**config.mk**
```make
export PLATFORM = sky130hd
export DESIGN_NAME = ser_tx_param
export DESIGN_NICKNAME = d
export VERILOG_FILES = /design/src/rtl/ser_tx_param.sv
export SDC_FILE = /design/constraint.sdc
export NUM_CORES = 1
export LEC_CHECK = 0
export ABC_CLOCK_PERIOD_IN_PS = 3350
export BUFFER_PORTS_ARGS = -buffer_cell sky130_fd_sc_hd__buf_4
export CORE_ASPECT_RATIO = 1.1
export CORE_UTILIZATION = 35
export DETAILED_ROUTE_END_ITERATION = 8
export PLACE_DENSITY = 0.52
export SLEW_MARGIN = 20
export SYNTH_ARGS = -nofsm -noshare
export SYNTH_HDL_FRONTEND = slang
export SYNTH_SLANG_ARGS = --single-unit
export TNS_END_PERCENT = 1
```
**constraint.sdc**
```tcl
create_clock -name clk -period 3.35 [get_ports clk]
set_input_delay 0.1675 -clock clk [delete_from_list [all_inputs] [get_ports clk]]
set_output_delay 0.1675 -clock clk [all_outputs]
set_load 0.01 [all_outputs]
```
**src/rtl/ser_tx_param.sv**
```systemverilog
// Transmit serializer: one-entry holding register feeding a shift register that
// emits one bit per enabled clock, substituting IDLE_WORD when starved.
module ser_tx_param #(
  parameter int               WIDTH     = 10,
  parameter bit               LSB_FIRST = 1'b1,
  parameter logic [WIDTH-1:0] IDLE_WORD = 10'h0FA
) (
  input  logic             clk,
  input  logic             rst,
  input  logic             en,
  input  logic [WIDTH-1:0] din,
  input  logic             din_valid,
  output logic             din_ready,
  output logic             sout,
  output logic             word_start,
  output logic             underflow
);

  localparam int             CW       = $clog2(WIDTH);
  localparam logic [CW-1:0]  CNT_LAST = CW'(WIDTH - 1);
  localparam logic [CW-1:0]  CNT_ONE  = CW'(1);
  localparam logic [CW-1:0]  CNT_ZERO = CW'(0);

  logic [WIDTH-1:0] shreg_r;
  logic [CW-1:0]    cnt_r;
  logic [WIDTH-1:0] hold_r;
  logic             hold_full_r;
  logic             sout_r;
  logic             word_start_r;
  logic             underflow_r;

  logic [CW-1:0]    idx_s;
  logic             boundary_s;
  logic             accept_s;

  function automatic logic [CW-1:0] bit_idx(input logic [CW-1:0] c);
    logic [CW-1:0] idx;
    if (LSB_FIRST) begin
      idx = c;
    end else begin
      idx = CNT_LAST - c;
    end
    return idx;
  endfunction

  always_comb begin
    idx_s      = bit_idx(cnt_r);
    boundary_s = en && (cnt_r == CNT_LAST);
    accept_s   = din_valid && !hold_full_r;
  end

  // Bit emission, word counter and reload of the active word at each boundary
  always_ff @(posedge clk or negedge rst) begin
    if (!rst) begin
      shreg_r      <= IDLE_WORD;
      cnt_r        <= CNT_ZERO;
      sout_r       <= 1'b0;
      word_start_r <= 1'b0;
      underflow_r  <= 1'b0;
    end else begin
      word_start_r <= en && (cnt_r == CNT_ZERO);
      underflow_r  <= boundary_s && !hold_full_r;
      if (en) begin
        sout_r <= shreg_r[idx_s];
        if (boundary_s) begin
          cnt_r   <= CNT_ZERO;
          shreg_r <= hold_full_r ? hold_r : IDLE_WORD;
        end else begin
          cnt_r <= cnt_r + CNT_ONE;
        end
      end
    end
  end

  // Holding register: filled by the handshake, emptied when the boundary consumes it
  always_ff @(posedge clk or negedge rst) begin
    if (!rst) begin
      hold_r      <= {WIDTH{1'b0}};
      hold_full_r <= 1'b0;
    end else if (accept_s) begin
      hold_r      <= din;
      hold_full_r <= 1'b1;
    end else if (boundary_s && hold_full_r) begin
      hold_full_r <= 1'b0;
    end
  end

  assign din_ready  = !hold_full_r;
  assign sout       = sout_r;
  assign word_start = word_start_r;
  assign underflow  = underflow_r;

endmodule

```
After elaboration in Yosys (flattened, before gate mapping)
Cells that the tools add are included.
- bits of input ports: 14
- output and inout bits: 4
- register bits after elaboration: 28
- logic and storage cells: 25
- magnitude comparators: 1
- $add $sub $neg: 1
- eq/ne operators: 1
- muxes and demuxes: 6
- reduce and logical (&&, ||, !) cells: 9
- operators by type and width (operator ; count):
    $mux 10 ; 1
    $logic_and 1x1->1 ; 5
    $lt 4x5->1 const B ; 1
    $add 4x1->4 const B ; 1
    $bmux 1 s4 ; 1
    $eq 4x4->1 const B ; 1
    $logic_not 4->1 ; 1
    $mux 4 ; 1
    $mux 1 ; 3
    $reduce_and 2->1 ; 1
    $reduce_bool 2->1 ; 1
    $logic_not 1->1 ; 1

Depth between registers and ports, before layout
Gate-level depths: netlist of run 1.
- depth in word-level cells: 5
- mapped depth: 6
- gate-level depth less buffers: 5

Worst setup path after synthesis of run 1
No wires, ideal clock.
- path kind: register -> register
- from: reg hold_full_r
- to: reg hold_r[0]
- arrival time: 1.127 ns
- stages on the path, launching flop included: 5
- path buffers: 2
- setup slack: 2.096 ns
- data required time: 3.222 ns
- setup time: 0.128 ns
- period minus slack after synthesis: 1.254 ns
- cell sequence: dfrtp_1 buf_2 nor2b_1 buf_4 mux2_1
- word-level cells in the longest chain between the ends: 2
- ends and longest elaborated chain (what ; RTL line ; RTL):
    start: declaration ; 27 ; logic hold_full_r;
    start signal: assignment ; 79 ; hold_full_r <= 1'b0;
    start signal: assignment ; 82 ; hold_full_r <= 1'b1;
    start signal: assignment ; 84 ; hold_full_r <= 1'b0;
    $logic_not 1->1 ; 49 ; accept_s = din_valid && !hold_full_r;
    $logic_and 1x1->1 ; 49 ;
    end signal: assignment ; 78 ; hold_r <= {WIDTH{1'b0}};
    end signal: assignment ; 81 ; hold_r <= din;
    end: declaration ; 26 ; logic [WIDTH-1:0] hold_r;
No other way between the ends.
A chain may end at the register's enable or synchronous reset.

Worst setup path after layout of run 1
- from: reg hold_full_r
- to: reg hold_r[1]
The elaborated chain is that of the path after synthesis.

==> flow_summary.yaml, run 1 <==
place:
  post_dp_cell_area_mm2: 0.001429
  portBuffers: 17
  dp_slack_ps: 1614
  dp.cells: 174
  place_congestion: 0.7634
  hpwl_um: 1443
finish:
  antenna_cells: 0
  finish.utilization_pct: 42.93
  seq_area_um2: 708.2
  nets: 149
  layout-drive-gt1-share_pct: 25.19
  multi_input_area_um2: 514.2
  n_fill_cell: 365
  final_cells: 179
  design_area_mm2: 0.001465
  areaGrowthSynthToFinish_pct: 15.03
setup_path:
  critical_path_class: "reg -> reg"
  r2r_slack_ps: 1620
  cp_top_family: "simple AND/OR/NAND/NOR gates"
  worst_r2r_startpoint: "hold_full_r"
  slowest_delay_ps: 730
  rr_worst_depth: 2
  r2r_end: "hold_r[1]"
  endpoint_kind: "register"
  cp.required_ps: 3570
  cpMaxStageDelayCell: "nor2b_1"
  cp-start-kind: "register"
  crit_buf_inv: 0
  cp_cell_sequence: "nor2b_1, mux2_2"
  crit_fanout: 11
  cp_data_arrival_time_ps: 1950
timing:
  worst_slack_ps: 1615
  setup_tns_ps: 0
  slew_headroom_pct: 40.09
  hold_viol: 0
  fin_worst_skew_ps: 20.08
  rsz0062_at_grt: "false"
  worst_slew_pin_slew_ps: 896.9
  slew_viol_final: 0
  hold_slack_ps: 37.16
  max_freq_ghz: 0.5764
  final-setup-viol-count: 0
  min_period_ps: 1735
  fin_crit_sh_pct: 51.79
grt:
  grt_pass1_wl_um: 3650
  antenna_found_initial: 0
  grt_start_max_net_pins: 29
  gr-total-overflow: 0
  grt_pass1_vias: 813
  grt_usage_pct: 12.44
logic_synthesis:
  syn_area_mm2: 0.001274
  synthFlopType: "dfrtp_1"
  yosys.area.top_type: "dfrtp_1"
  async_flop_share_pct: 100.0
  synth_edf_count: 0
  ys_seq_elements: 28
  yosys_warnings: 0
  synth.area.top_cells: "dfrtp_1 43%, dfstp_2 12%, mux2_1 8.8%, nand2_1 6.2%, o21ai_1 4.7%"
  synth_cell_type_count: 22
  yosys.cell_count.top_type: "dfrtp_1"
  syn-instance-count: 115
  ys_top_cells_by_count: "22 x dfrtp_1, 21 x nand2_1, 12 x o21ai_1"
  syn_avg_cell_area_um2: 11.08
  synth_top_area_share_pct: 43.22
  synth-seq-area-share_pct: 55.60
  synth_nets: 132
clocking:
  cts_root_buffer: "clkbuf_4"
  clk_path_buf_depth: 2
  cts_tree: "done"
  cts.htree.levels: 1
  clk_latency_ps: 330
  cts_setup_buffers: 0
  clk_pin_slew_worst_paths_ps: 160
  cts_buffers: 3
  cts_sinks: 28
detailed_routing:
  wl_per_cell_um: 11.30
  vias: 822
  vias_per_cell: 4.592
  drt_iter0_markers: 46
  wl_um: 2022
  dr.pass1.iters: 2
  remaining_drc_errors: 0
  drtAntennaViolNets: 0
power:
  irDropWorstVdd_mv: 0.3366
  powerDensity_mw_per_mm2: 783.1
  pwr-share-seq_pct: 54.9
  p_sw_uw: 384.3
  totalPowerFinal_mw: 1.147
  p_leak_nw: 0.6806
  sw_frac_of_total_pct: 33.50
  intPower_uw: 763.1
  p_comb_share_pct: 32.7
  clockPowerShare_pct: 12.4
min_path:
  hold_depth: 2
  hold_path_class: "in -> reg"
  hold_end: "hold_r[8]"
  hp-start: "din[8]"
flow_run:
  cap_violations: 0
floorplan:
  core_mm2: 0.003413
  die_h_um: 65.27
  die-area_mm2: 0.003885
  pin_count: 18
  initial_core_util_pct: 37.32
  die_width_um: 59.52
  rows: 22
run_status:
  status: "completed"
## power by group through the flow
stage / logic [mW] / registers, mW / clock network [mW]
after floorplan: 0.327 / 0.590 / 0
after global placement: 0.373 / 0.637 / 0
after detailed placement: 0.379 / 0.643 / 0
after CTS: 0.383 / 0.633 / 0.152
after global routing: 0.431 / 0.656 / 0.166
final: 0.375 / 0.630 / 0.143
## layer usage
| metal | vias up | part of all wire, % | global-route usage [%] |
|---|---|---|---|
| met5 | - | 0 | 0 |
| met4 | 0 | 1.2 | 6.977 |
| met1 | 386 | 49 | 16.16 |
| met3 | 2 | 2.9 | 1.772 |
| met2 | 13 | 47 | 19.66 |
| li1 | 421 | - | - |
## worst max path at each step
stage / from / endpoint / slack [ps] / cells past startpoint
2_1_floorplan: hold_full_r / hold_r[0] / 2100 / 4
3_3_place_gp: hold_full_r / hold_r[1] / 1670 / 2
3_5_place_dp: hold_full_r / hold_r[1] / 1610 / 2
4_1_cts: hold_full_r / hold_r[1] / 1590 / 2
5_1_grt: hold_full_r / hold_r[1] / 1520 / 2
6_report: hold_full_r / hold_r[1] / 1620 / 2
## placed cells by master, fill, tap and decap left out
| cell type | instances |
|---|---|
| o21ai_1 | 12 |
| nor2_1 | 10 |
| nand2_1 | 21 |
| mux2_2 | 4 |
| clkbuf_4 | 3 |
| ha_1 | 3 |
| dfstp_2 | 6 |
| nor2b_1 | 2 |
| o21ai_0 | 2 |
| nand4b_4 | 1 |
| dlygate4sd3_1 | 1 |
| a21o_1 | 1 |
| o31ai_2 | 1 |
| o22ai_1 | 2 |
| mux4_2 | 1 |
| clkbuf_1 | 1 |
| dfrtp_1 | 22 |
| inv_1 | 5 |
| nand2b_1 | 3 |
| mux2_1 | 10 |
| buf_4 | 17 |
| and4_1 | 1 |
| nand3_1 | 1 |
| a41oi_1 | 1 |
## cell families after synthesis
kind of cell,share of synthesized area (%)
adders and majority gates,2.947
DFF,55.60
and+or+nand+nor,14.54
muxes,14.15
buffers and inverters,4.028
AOI/OAI and AO/OA,8.743
## what timing repair did
| item | in CTS | in global routing |
|---|---|---|
| endpoints found under the hold margin | 22 | 0 |
| gates resized for setup | 0 | 0 |
| hold buffers | 1 | 0 |
## worst register-to-register path, stage by stage (launching register included)
cell and delay [ps]:
dfrtp_1 480, nor2b_1 730, mux2_2 410
## sequential cells by signal, summed over array words and instances (netlist names)
name / flops
cnt_r: 4
hold_r: 10
hold_full_r: 1
shreg_r: 10
word_start: 1
underflow: 1
sout: 1
## layout make-up
type / instances / share of cell area (%)
clock buffer: 4 / 1.793
inverter: 5 / 1.281
multi-input combinational: 76 / 35.10
sequential: 28 / 48.33
tap: 48 / 4.099
timing repair buffer: 18 / 9.394
(Power assumes the default switching activity.)
==> run 2: changes to the inputs <==
--- a/config.mk
+++ b/config.mk
@@ -5,7 +5,7 @@
 export SDC_FILE = /design/constraint.sdc
 export NUM_CORES = 1
 export LEC_CHECK = 0
-export ABC_CLOCK_PERIOD_IN_PS = 3350
+export ABC_CLOCK_PERIOD_IN_PS = 1600
 export BUFFER_PORTS_ARGS = -buffer_cell sky130_fd_sc_hd__buf_4
 export CORE_ASPECT_RATIO = 1.1
 export CORE_UTILIZATION = 35
==> constraint.sdc (replaced) <==
create_clock -name clk -period 1.6 [get_ports clk]
set_input_delay 0.08 -clock clk [delete_from_list [all_inputs] [get_ports clk]]
set_output_delay 0.08 -clock clk [all_outputs]
set_load 0.01 [all_outputs]
==> flow_summary.yaml, run 2 (same netlist as run 1, synthesis figures left out) <==
setup_path:
  rr_worst_depth: 5
  critical_path_class: "reg -> reg"
  crit_fanout: 11
  crit_start: "cnt_r[1]"
  cp_data_arrival_time_ps: 1740
  worst_r2r_startpoint: "cnt_r[1]"
  cp.required_ps: 1860
  crit_path_end: "shreg_r[6]"
  r2r_slack_ps: 120
  endpoint_kind: "register"
  cp-start-kind: "register"
  r2r_end: "shreg_r[6]"
clocking:
  cts_tree: "done"
  cts_sinks: 28
  clk_path_buf_depth: 2
  cts_root_buffer: "clkbuf_4"
  cts.htree.levels: 1
  clk_latency_ps: 320
  cts-resized-gates: 0
  cts_setup_buffers: 0
  clk_pin_slew_worst_paths_ps: 140
  cts_buffers: 3
detailed_routing:
  drt_iter0_markers: 14
  wl_um: 2186
  wl_per_cell_um: 11.45
  vias: 896
  vias_per_cell: 4.691
  remaining_drc_errors: 0
  dr.pass1.iters: 4
  drtAntennaViolNets: 0
timing:
  fin_worst_skew_ps: 0.8719
  slew_headroom_pct: 75.82
  fin_crit_sh_pct: 92.50
  min_period_ps: 1480
  worst_slew_pin_slew_ps: 362.7
  max_freq_ghz: 0.6757
  hold_viol: 0
  hold_slack_ps: 60.68
  slew_viol_final: 0
  final-setup-viol-count: 0
finish:
  areaGrowthSynthToFinish_pct: 24.66
  final_cells: 191
  final_common_cell: "dfrtp_1"
  antenna_cells: 0
  design_area_mm2: 0.001588
  layout-drive-gt1-share_pct: 24.48
  nets: 161
  top_regs: "hold_r x10, shreg_r x10, cnt_r x4"
  final_cell_mix: "22 x dfrtp_1, 21 x nand2_1, 18 x buf_4, 12 x o21ai_1, 11 x dlygate4sd3_1"
run_status:
  status: "completed"
floorplan:
  core_mm2: 0.003413
  die_h_um: 65.27
  pin_count: 18
  die_width_um: 59.52
  initial_core_util_pct: 37.32
  die-area_mm2: 0.003885
  rows: 22
min_path:
  hold_depth: 2
  hold_path_class: "in -> reg"
grt:
  antenna_found_initial: 0
  grt_pass1_wl_um: 3877
  grt_start_max_net_pins: 29
  gr-total-overflow: 0
  grt_pass1_vias: 900
  grt_usage_pct: 13.08
power:
  totalPowerFinal_mw: 2.455
  powerDensity_mw_per_mm2: 1546
  p_leak_nw: 0.7375
  irDropWorstVdd_mv: 0.6435
place:
  post_dp_cell_area_mm2: 0.001436
  dp.cells: 175
  portBuffers: 17
  place_congestion: 0.7910
  hpwl_um: 1485
flow_run:
  cap_violations: 0
-- run 2: cell types whose count changed in the layout (fill, tap and decap cells not counted), sizes merged --
cell | before | now
dlygate4sd3 | 1 | 11
nand4b | 1 | 2
buf | 17 | 18
-- run 2: area by class of cell --
class	instances	area, um2
clock buffer	4	26.28
inverter	5	18.77
sequential	28	708.2
multi-input combinational	77	529.3
tap	48	60.06
timing repair buffer	29	245.2
fill	341	1826
-- run 2: per-layer routing --
metal  routed length (um)  up-vias  track usage [%]
met2                 1082       20            21.91
met4                   22        0            6.105
met5                    0        -                0
li1                     -      450                -
met3                   73        2            1.772
met1                 1007      424            16.50
-- run 2: repair_timing --
item                                    4_1_cts  5_1_grt
hold buffers                                 11        0
endpoints found under the setup margin        0        3
endpoints found under the hold margin        38        0
-- run 2: critical path, stage by stage (launching register included) --
cell and delay [ps]:
dfrtp_1 470, inv_1 130, ha_1 270, nand4b_2 310, nand2_1 160, o21ai_1 70
-- run 2: how the worst min path moves through the flow --
stage	from	end	slack, ps
2_1_floorplan	rst	cnt_r[0]	-220
3_3_place_gp	rst	cnt_r[2]	20
3_5_place_dp	rst	cnt_r[2]	20
4_1_cts	en	cnt_r[1]	20
5_1_grt	en	cnt_r[1]	60
6_report	en	cnt_r[1]	60
-- run 2: power breakdown --
part           switching (mW)  total, mW  internal, mW  leakage (nW)
logic                   0.382      0.839         0.456         0.390
registers               0.246       1.32          1.08         0.333
clock network           0.197      0.294        0.0975        0.0150
total                   0.825       2.46          1.63         0.737
-- run 2: metrics by stage --
stage	TNS, ps	setup slack [ps]	util (%)
2_1_floorplan	0	345.8	-
3_3_place_gp	0	193.9	42.08
3_5_place_dp	0	128.1	42.08
4_1_cts	0	101.3	46.08
5_1_grt	-9.826	-3.942	46.52
6_report	0	120.1	46.52
==> run 3: changes to the inputs <==
--- a/config.mk
+++ b/config.mk
@@ -5,6 +5,7 @@
 export SDC_FILE = /design/constraint.sdc
 export NUM_CORES = 1
 export LEC_CHECK = 0
+export ABC_AREA = 1
 export ABC_CLOCK_PERIOD_IN_PS = 1600
 export BUFFER_PORTS_ARGS = -buffer_cell sky130_fd_sc_hd__buf_4
 export CORE_ASPECT_RATIO = 1.1
==> flow_summary.yaml, run 3 <==
setup_path:
  crit_fanout: 7
  cp.required_ps: 1870
  cp_data_arrival_time_ps: 1640
  endpoint_kind: "register"
  critical_path_class: "reg -> reg"
  rr_worst_depth: 7
  cp-start-kind: "register"
clocking:
  clk_latency_ps: 320
  cts_setup_buffers: 0
  cts_sinks: 28
  cts-resized-gates: 0
  cts_root_buffer: "clkbuf_4"
  cts.htree.levels: 1
  cts_tree: "done"
  cts_buffers: 3
  clk_path_buf_depth: 2
  clk_pin_slew_worst_paths_ps: 140
finish:
  nets: 174
  layout-drive-gt1-share_pct: 28.85
  final_cell_mix: "22 x dfrtp_1, 20 x buf_4, 16 x nand2_1, 14 x nor2_1, 13 x inv_1"
  final_common_cell: "dfrtp_1"
  top_regs: "hold_r x10, shreg_r x10, cnt_r x4"
  areaGrowthSynthToFinish_pct: 27.51
  n_fill_cell: 344
  antenna_cells: 0
timing:
  fin_crit_sh_pct: 85.90
  setup_tns_ps: 0
  hold_viol: 0
  final-setup-viol-count: 0
  rsz0062_at_grt: "false"
  slew_viol_final: 0
  hold_slack_ps: 192.9
  fin_worst_skew_ps: 1.426
  worst_slew_pin_slew_ps: 443.5
  min_period_ps: 1374
  max_freq_ghz: 0.7276
  slew_headroom_pct: 70.36
logic_synthesis:
  ys_top_cells_by_count: "22 x dfrtp_1, 16 x nand2_1, 14 x nor2_1"
  syn_area_mm2: 0.001232
  async_flop_share_pct: 100.0
  synth.area.top_cells: "dfrtp_1 45%, dfstp_2 13%, mux2_2 8.2%, nand2_1 4.9%, nand3_1 4.5%"
  synth_edf_count: 0
  syn-instance-count: 123
  yosys.cell_count.top_type: "dfrtp_1"
  yosys_warnings: 0
  synthFlopType: "dfrtp_1"
  synth_nets: 140
  ys_seq_elements: 28
  synth_cell_type_count: 20
  syn_avg_cell_area_um2: 10.02
  synth-seq-area-share_pct: 57.46
  yosys.area.top_type: "dfrtp_1"
  synth_top_area_share_pct: 44.67
grt:
  antenna_found_initial: 0
  grt_pass1_vias: 905
  grt_start_max_net_pins: 29
  grt_usage_pct: 13.48
  grt_pass1_wl_um: 3877
  gr-total-overflow: 0
power:
  powerDensity_mw_per_mm2: 1508
  p_leak_nw: 0.7654
  irDropWorstVdd_mv: 0.6982
floorplan:
  die-area_mm2: 0.003763
  die_h_um: 64.24
  die_width_um: 58.58
  pin_count: 18
  initial_core_util_pct: 36.70
  rows: 22
  core_mm2: 0.003358
place:
  portBuffers: 17
  hpwl_um: 1544
  place_congestion: 0.8315
detailed_routing:
  drt_iter0_markers: 20
  dr.pass1.iters: 4
  drtAntennaViolNets: 0
  wl_per_cell_um: 10.93
  remaining_drc_errors: 0
  vias_per_cell: 4.569
  wl_um: 2229
  vias: 932
flow_run:
  cap_violations: 0
run_status:
  status: "completed"
min_path:
  hold_path_class: "in -> async"
## run 3: what timing repair did
item                       4_1_cts  5_1_grt
setup endpoints to repair        0        0
hold buffers                    12        0
hold endpoints to repair        41        0
## run 3: routing by layer
metal  vias to the layer above  wire length (um)  global-route usage (%)
met4                         0                19                   5.357
met1                       454              1084                   18.31
met3                         2                54                   1.822
met2                        13              1071                   21.55
met5                         -                 0                       0
li1                        463                 -                       -
## run 3: path summary, 6_finish.rpt
check	start	slack [ps]	endpoint
worst max-delay path	cnt_r[1]	230	shreg_r[4]
min in group clk	din_valid	300	hold_full_r
max in group asynchronous	rst	1090	shreg_r[1]
worst max register to register	cnt_r[1]	230	shreg_r[4]
worst min register to register	hold_full_r	450	underflow
worst min-delay path	rst	190	sout
## run 3: where the power goes
group	switching (mW)	total [mW]	internal [mW]	leakage [nW]
clock network	0.200	0.298	0.0975	0.0150
registers	0.168	1.23	1.06	0.328
logic	0.439	0.843	0.404	0.422
total	0.807	2.37	1.56	0.765
## run 3: logic make-up after synthesis
| group | Yosys count | synth area share (%) |
|---|---|---|
| mux | 9 | 8.224 |
| xor+xnor | 1 | 0.7108 |
| buf+inv | 21 | 6.904 |
| fa+ha+maj | 3 | 3.046 |
| simple gates | 45 | 16.75 |
| flops | 28 | 57.46 |
| compound gates | 16 | 6.904 |
## run 3: area by class of cell
| cell class | instances | area, um2 | area share, % |
|---|---|---|---|
| Inverter | 18 | 67.56 | 4.299 |
| Timing Repair Buffer | 32 | 270.3 | 17.20 |
| Clock buffer | 4 | 26.28 | 1.672 |
| Sequential cell | 28 | 708.2 | 45.06 |
| Multi-Input combinational cell | 74 | 439.2 | 27.95 |
| Tap cell | 48 | 60.06 | 3.822 |
## run 3: critical path: stages, from the launching register on
cell and delay, ps:
dfrtp_1 440, inv_1 90, ha_1 160, nand4_1 150, nor2_2 200, inv_2 100, nor2_1 140, a21oi_1 60
## run 3: per-stage QoR
step	power (mW)	cell area (um2)	util (%)	worst slack (ps)	cells
finish	2.370	1572	46.80	225.6	204
detailed placement	2.075	1425	42.44	232.4	188
CTS	2.401	1572	46.80	207.6	204
global route	2.567	1572	46.80	93.54	204
global placement	2.066	1425	42.44	265.0	188
floorplan	1.807	1232	-	207.5	123
